`config.mk`:
```
export PLATFORM = sky130hd
export DESIGN_NAME = mmio_arbiter
export DESIGN_NICKNAME = d
export VERILOG_FILES = /design/src/rtl/mmio_arbiter.sv
export SDC_FILE = /design/constraint.sdc
export NUM_CORES = 1
export LEC_CHECK = 0
export CAP_MARGIN = 25
export CORE_ASPECT_RATIO = 0.8
export CORE_MARGIN = 1
export CORE_UTILIZATION = 39
export DETAILED_ROUTE_END_ITERATION = 7
export HOLD_SLACK_MARGIN = 0.1
export PLACE_DENSITY = 0.84
export REMOVE_ABC_BUFFERS = 1
export SYNTH_ARGS = -nofsm -noshare
export SYNTH_HDL_FRONTEND = slang
export SYNTH_SLANG_ARGS = --single-unit
export TNS_END_PERCENT = 20
```
`constraint.sdc`:
```
create_clock -name clk -period 2.05 [get_ports clk]
set_input_delay 0.3075 -clock clk [delete_from_list [all_inputs] [get_ports clk]]
set_output_delay 0.3075 -clock clk [all_outputs]
set_load 0.005 [all_outputs]
```
`src/rtl/mmio_arbiter.sv`:
```
// Two-master MMIO arbiter: IDLE/ACCESS/DONE sequencer in front of the DM/timer bridge.
// Optional MMIO_ARB_ROUND_ROBIN_EN selects alternating tie-break instead of fixed m0 priority.
module mmio_arbiter #(
    localparam int unsigned AW = 32,
    localparam int unsigned DW = 32,
    localparam int unsigned BW = 4
) (
    input  logic          clk,
    input  logic          reset,
    input  logic          m0_req,
    input  logic [AW-1:0] m0_addr,
    input  logic [DW-1:0] m0_wdata,
    input  logic [BW-1:0] m0_byteen,
    output logic          m0_ack,
    output logic [DW-1:0] m0_rdata,
    output logic          m0_err,
    input  logic          m1_req,
    input  logic [AW-1:0] m1_addr,
    input  logic [DW-1:0] m1_wdata,
    input  logic [BW-1:0] m1_byteen,
    output logic          m1_ack,
    output logic [DW-1:0] m1_rdata,
    output logic          m1_err,
    output logic [AW-1:0] bus_addr,
    output logic [DW-1:0] bus_wdata,
    output logic [BW-1:0] bus_byteen,
    input  logic [DW-1:0] bus_rdata,
    output logic          busy
);

    localparam logic [AW-1:0] DM_LO  = AW'(32'h0000_0000);
    localparam logic [AW-1:0] DM_HI  = AW'(32'h0000_2FFF);
    localparam logic [AW-1:0] TC0_LO = AW'(32'h0000_7F00);
    localparam logic [AW-1:0] TC0_HI = AW'(32'h0000_7F0B);
    localparam logic [AW-1:0] TC1_LO = AW'(32'h0000_7F10);
    localparam logic [AW-1:0] TC1_HI = AW'(32'h0000_7F1B);
    localparam logic [AW-1:0] INT_A  = AW'(32'h0000_7F20);

    typedef enum logic [1:0] {
        IDLE   = 2'd0,
        ACCESS = 2'd1,
        DONE   = 2'd2
    } state_t;

    typedef struct packed {
        logic [AW-1:0] addr;
        logic [DW-1:0] wdata;
        logic [BW-1:0] byteen;
    } xact_t;

    state_t state;
    state_t state_nxt;
    logic   capture;
    logic   pick_m1;
    xact_t  winner;
    logic   winner_mapped;
    logic   hold_mapped;
    logic   last_grant;

    function automatic logic addr_mapped(input logic [AW-1:0] a);
        return ((a >= DM_LO)  && (a <= DM_HI))  ||
               ((a >= TC0_LO) && (a <= TC0_HI)) ||
               ((a >= TC1_LO) && (a <= TC1_HI)) ||
               (a == INT_A);
    endfunction

    // Arbitration: last_grant = 1 means m1 was served most recently.
    always_comb begin
        pick_m1 = 1'b0;
`ifdef MMIO_ARB_ROUND_ROBIN_EN
        pick_m1 = m1_req & (~m0_req | ~last_grant);
`else
        pick_m1 = m1_req & ~m0_req;
`endif
        winner = pick_m1 ? {m1_addr, m1_wdata, m1_byteen}
                         : {m0_addr, m0_wdata, m0_byteen};
        winner_mapped = addr_mapped(winner.addr);
    end

    // Next-state logic; requests are only looked at in IDLE.
    always_comb begin
        state_nxt = state;
        capture   = 1'b0;
        unique case (state)
            IDLE: begin
                if (m0_req || m1_req) begin
                    state_nxt = ACCESS;
                    capture   = 1'b1;
                end
            end
            ACCESS:  state_nxt = DONE;
            DONE:    state_nxt = IDLE;
            default: state_nxt = IDLE;
        endcase
    end

    // bus_addr/bus_wdata double as the holding registers; bus_byteen is live only in ACCESS.
    always_ff @(posedge clk) begin
        if (reset) begin
            state       <= IDLE;
            busy        <= 1'b0;
            bus_addr    <= '0;
            bus_wdata   <= '0;
            bus_byteen  <= '0;
            hold_mapped <= 1'b0;
            last_grant  <= 1'b1;
            m0_ack      <= 1'b0;
            m1_ack      <= 1'b0;
            m0_err      <= 1'b0;
            m1_err      <= 1'b0;
            m0_rdata    <= '0;
            m1_rdata    <= '0;
        end else begin
            state      <= state_nxt;
            busy       <= (state_nxt != IDLE);
            bus_byteen <= '0;
            m0_ack     <= 1'b0;
            m1_ack     <= 1'b0;
            m0_err     <= 1'b0;
            m1_err     <= 1'b0;
            if (capture) begin
                bus_addr    <= winner.addr;
                bus_wdata   <= winner.wdata;
                bus_byteen  <= winner_mapped ? winner.byteen : '0;
                hold_mapped <= winner_mapped;
                last_grant  <= pick_m1;
            end
            if (state == ACCESS) begin
                if (last_grant) begin
                    m1_ack   <= 1'b1;
                    m1_err   <= ~hold_mapped;
                    m1_rdata <= hold_mapped ? bus_rdata : '0;
                end else begin
                    m0_ack   <= 1'b1;
                    m0_err   <= ~hold_mapped;
                    m0_rdata <= hold_mapped ? bus_rdata : '0;
                end
            end
        end
    end

endmodule

```
==> results.yml <==
clock_network:
  clkLatencyLatePin_ns: 0.42
  h-tree-depth: 4
  cts_tree: "done"
  clkTransAtPathRegs_ns: 0.06
  ctsHoldBuffers: 0
  cts_root_buffer: "clkbuf_16"
  post_cts_buffers: 0
  numCtsBuffers: 17
  cts_sinks: 141
  cts_resized: 0
  clock_path_buffers: 2
logic_synthesis:
  synth_top_area_share_pct: 49.7
  ys_warn_count: 0
  synthAdderAreaFrac_pct: 0
  synth_compound_area_share_pct: 17.4
  synthMuxAreaShare_pct: 1.06
  ys_seq_area_share_pct: 49.7
  synth_largest_area_cell: "dfxtp_1"
  synth_area_um2: 5680
  synthSimpleGateAreaFrac_pct: 27.1
  post-synth-top-count-cell: "nand2_1"
  synthArstFlopShare_pct: 0
  synth_cell_type_count: 32
  synthCells: 722
  synth_top_family_by_area: "simple AND/OR/NAND/NOR gates"
  synth_edf_count: 0
  synth_area_per_cell_um2: 7.86
  synth_top_flop_cell: "dfxtp_1"
  synth.area.top_cells: "dfxtp_1 50%, nand2_1 13%, a311oi_1 9.4%, a21oi_1 6.1%, nand3_1 6.1%"
  synthTopCellsByCount: "189 x nand2_1, 141 x dfxtp_1, 72 x nor2_1"
  synth_xor_area_share_pct: 0
  ys_ff_latch: 141
floorplan:
  start_util_pct: 39.8
  io_pins: 309
  die_area_um2: 15000
  dieHeight_um: 110
  die_w_um: 137
  num_rows: 39
  core-area_um2: 14200
layout:
  multi_input_area_um2: 2600
  regArea_um2: 2820
  nFillCells: 1149
  layout.cells.non_filler: 1206
  drive_gt1_share_pct: 6.56
  nets: 1182
  antenna_cells: 0
  finalCoreUtilization_pct: 67.3
  design_area_um2: 9600
  syn_to_final_growth_pct: 69.1
placement:
  placed_area_um2: 8990
  port_buffers: 308
  place_hpwl_um: 14300
  gp_congestion: 0.844
  dp.cells: 1175
critical_path:
  crit_type: "in -> reg"
  crit_path_end_kind: "register"
  required_ns: 2.39
  setup.worst_path.start_class: "input port"
  crit_fanout: 5
  cp_data_arrival_time_ns: 2.18
  worstPathCellList: "clkdlybuf4s50_1, or4b_1, o31ai_1, a41oi_1, o41a_1, nor3_1"
  slowest_delay_ns: 0.54
  critPathSlowestCell: "or4b_1"
sta:
  post-route-min-period_ns: 1.84
  period_share_pct: 89.7
  setup_viol: 0
  relSlewSlack_pct: 62.5
  clock_skew_ns: 0.00636
  fmax_mhz: 544
  worst_pin_slew_ns: 0.563
  rsz0062_at_grt: "false"
  final_max_slew_viol_count: 0
  hold_viol: 0
  hold_slack_ns: 0.312
power_and_ir_drop:
  seqPwrFrac_pct: 39.8
  pwr_density_cell_nw_per_um2: 781
  vdd_drop_max_mv: 0.673
  p_leak_nw: 3.48
  p_sw_mw: 1.92
  power_frac_clock_pct: 42.8
  total_power_mw: 7.49
  pwr-share-comb_pct: 17.4
  switching_share_pct: 25.7
  p_int_mw: 5.57
global_routing:
  grt_max_degree: 67
  antenna_found_initial: 0
  grtUsageTotal_pct: 25.9
  gr-total-overflow: 0
  grt_pass1_vias: 5881
  grt_first_pass_wirelength_um: 29700
detailed_routing:
  ant_nets: 0
  met2_wirelength_um: 9780
  totalWireLength_um: 20100
  met1Wirelength_um: 7720
  drt_iter0_markers: 354
  vias: 6375
  first_pass_iters: 5
  drc: 0
  top_layer: "met4"
  routed-wl-met3_um: 2200
  wire_per_inst_um: 16.7
  routed_via_density: 5.29
job:
  max_cap_violations: 0
status:
  outcome: "complete, no violations"
worst_hold_path:
  worst_hold_path_type: "in -> reg"
[power groups by stage]
stage / Clock [mW] / Combinational [mW] / Sequential (mW)
after CTS: 3.24 / 1.30 / 2.98
after global placement: 0 / 1.28 / 3.03
after floorplan: 0 / 0.406 / 3.05
after detailed placement: 0 / 1.29 / 3.04
after global routing: 3.38 / 1.40 / 3.00
final: 3.21 / 1.30 / 2.98
[worst max-delay path, delay by kind of cell]
kind | cells | cell delay (ns)
and+or+nand+nor | 2 | 0.74
AOI/OAI and AO/OA | 3 | 0.64
buffers and inverters | 1 | 0.48
[per-layer routing]
metal  up-vias  track usage [%]
met1      2966             28.5
met4         0             9.65
li1       3106                -
met5         -                0
met2       272             44.1
met3        31             11.5
[stage by stage]
stage	setup TNS, ns	worst slack, ns
finish	0	0.212
global route	0	0.0743
CTS	0	0.236
detailed placement	-1.09	-0.191
global placement	-0.856	-0.187
floorplan	-70.96	-1.05
[cell families (layout without fill, tap and decap cells)]
kind of cell	Yosys count	count (layout)
AO/OA/AOI/OAI	144	144
AND/OR/NAND/NOR	364	364
buffers and inverters	67	367
flip-flops	141	141
multiplexers	6	6
[cell usage in the layout (no fill, tap or decap), drive strengths merged, types with 2 or more instances in the layout]
cell,instances
clkbuf,17
nand2b,4
nor4,9
o21a,2
a21oi,69
nor2,72
and2,2
nand3,69
nand4,4
o21ai,2
nand2,189
a211oi,5
clkinv,3
nor3,7
buf,28
bufinv,3
inv,8
mux2i,6
a311oi,61
or2,3
clkdlybuf4s50,307
dfxtp,141
[registers in the layout (all words and copies together), names as in the netlist]
signal,flops
m0_err,1
m1_err,1
bus_addr,32
bus_wdata,32
hold_mapped,1
bus_byteen,4
busy,1
m0_ack,1
state,2
last_grant,1
m0_rdata,32
m1_ack,1
m1_rdata,32
[cell type report]
cell class              count  area share (%)
inverters                   1          0.0391
well taps                 184            2.40
clock buffers              17            4.43
repair buffers            335            34.7
flip-flops and latches    141            29.4
multi-input cells         514            27.1
clock inverters            14            1.89
[path summary, 6_finish.rpt]
kind              endpoint          from  slack, ns  cells after the start
max          bus_byteen[2]    m1_addr[0]       0.21                      6
min            m0_rdata[7]         reset       0.31                      2
max reg2reg   bus_addr[22]      state[1]       0.57                      5
min reg2reg   m0_rdata[10]  m0_rdata[10]       0.45                      2
Note: power is estimated with default switching activity, not from simulation.
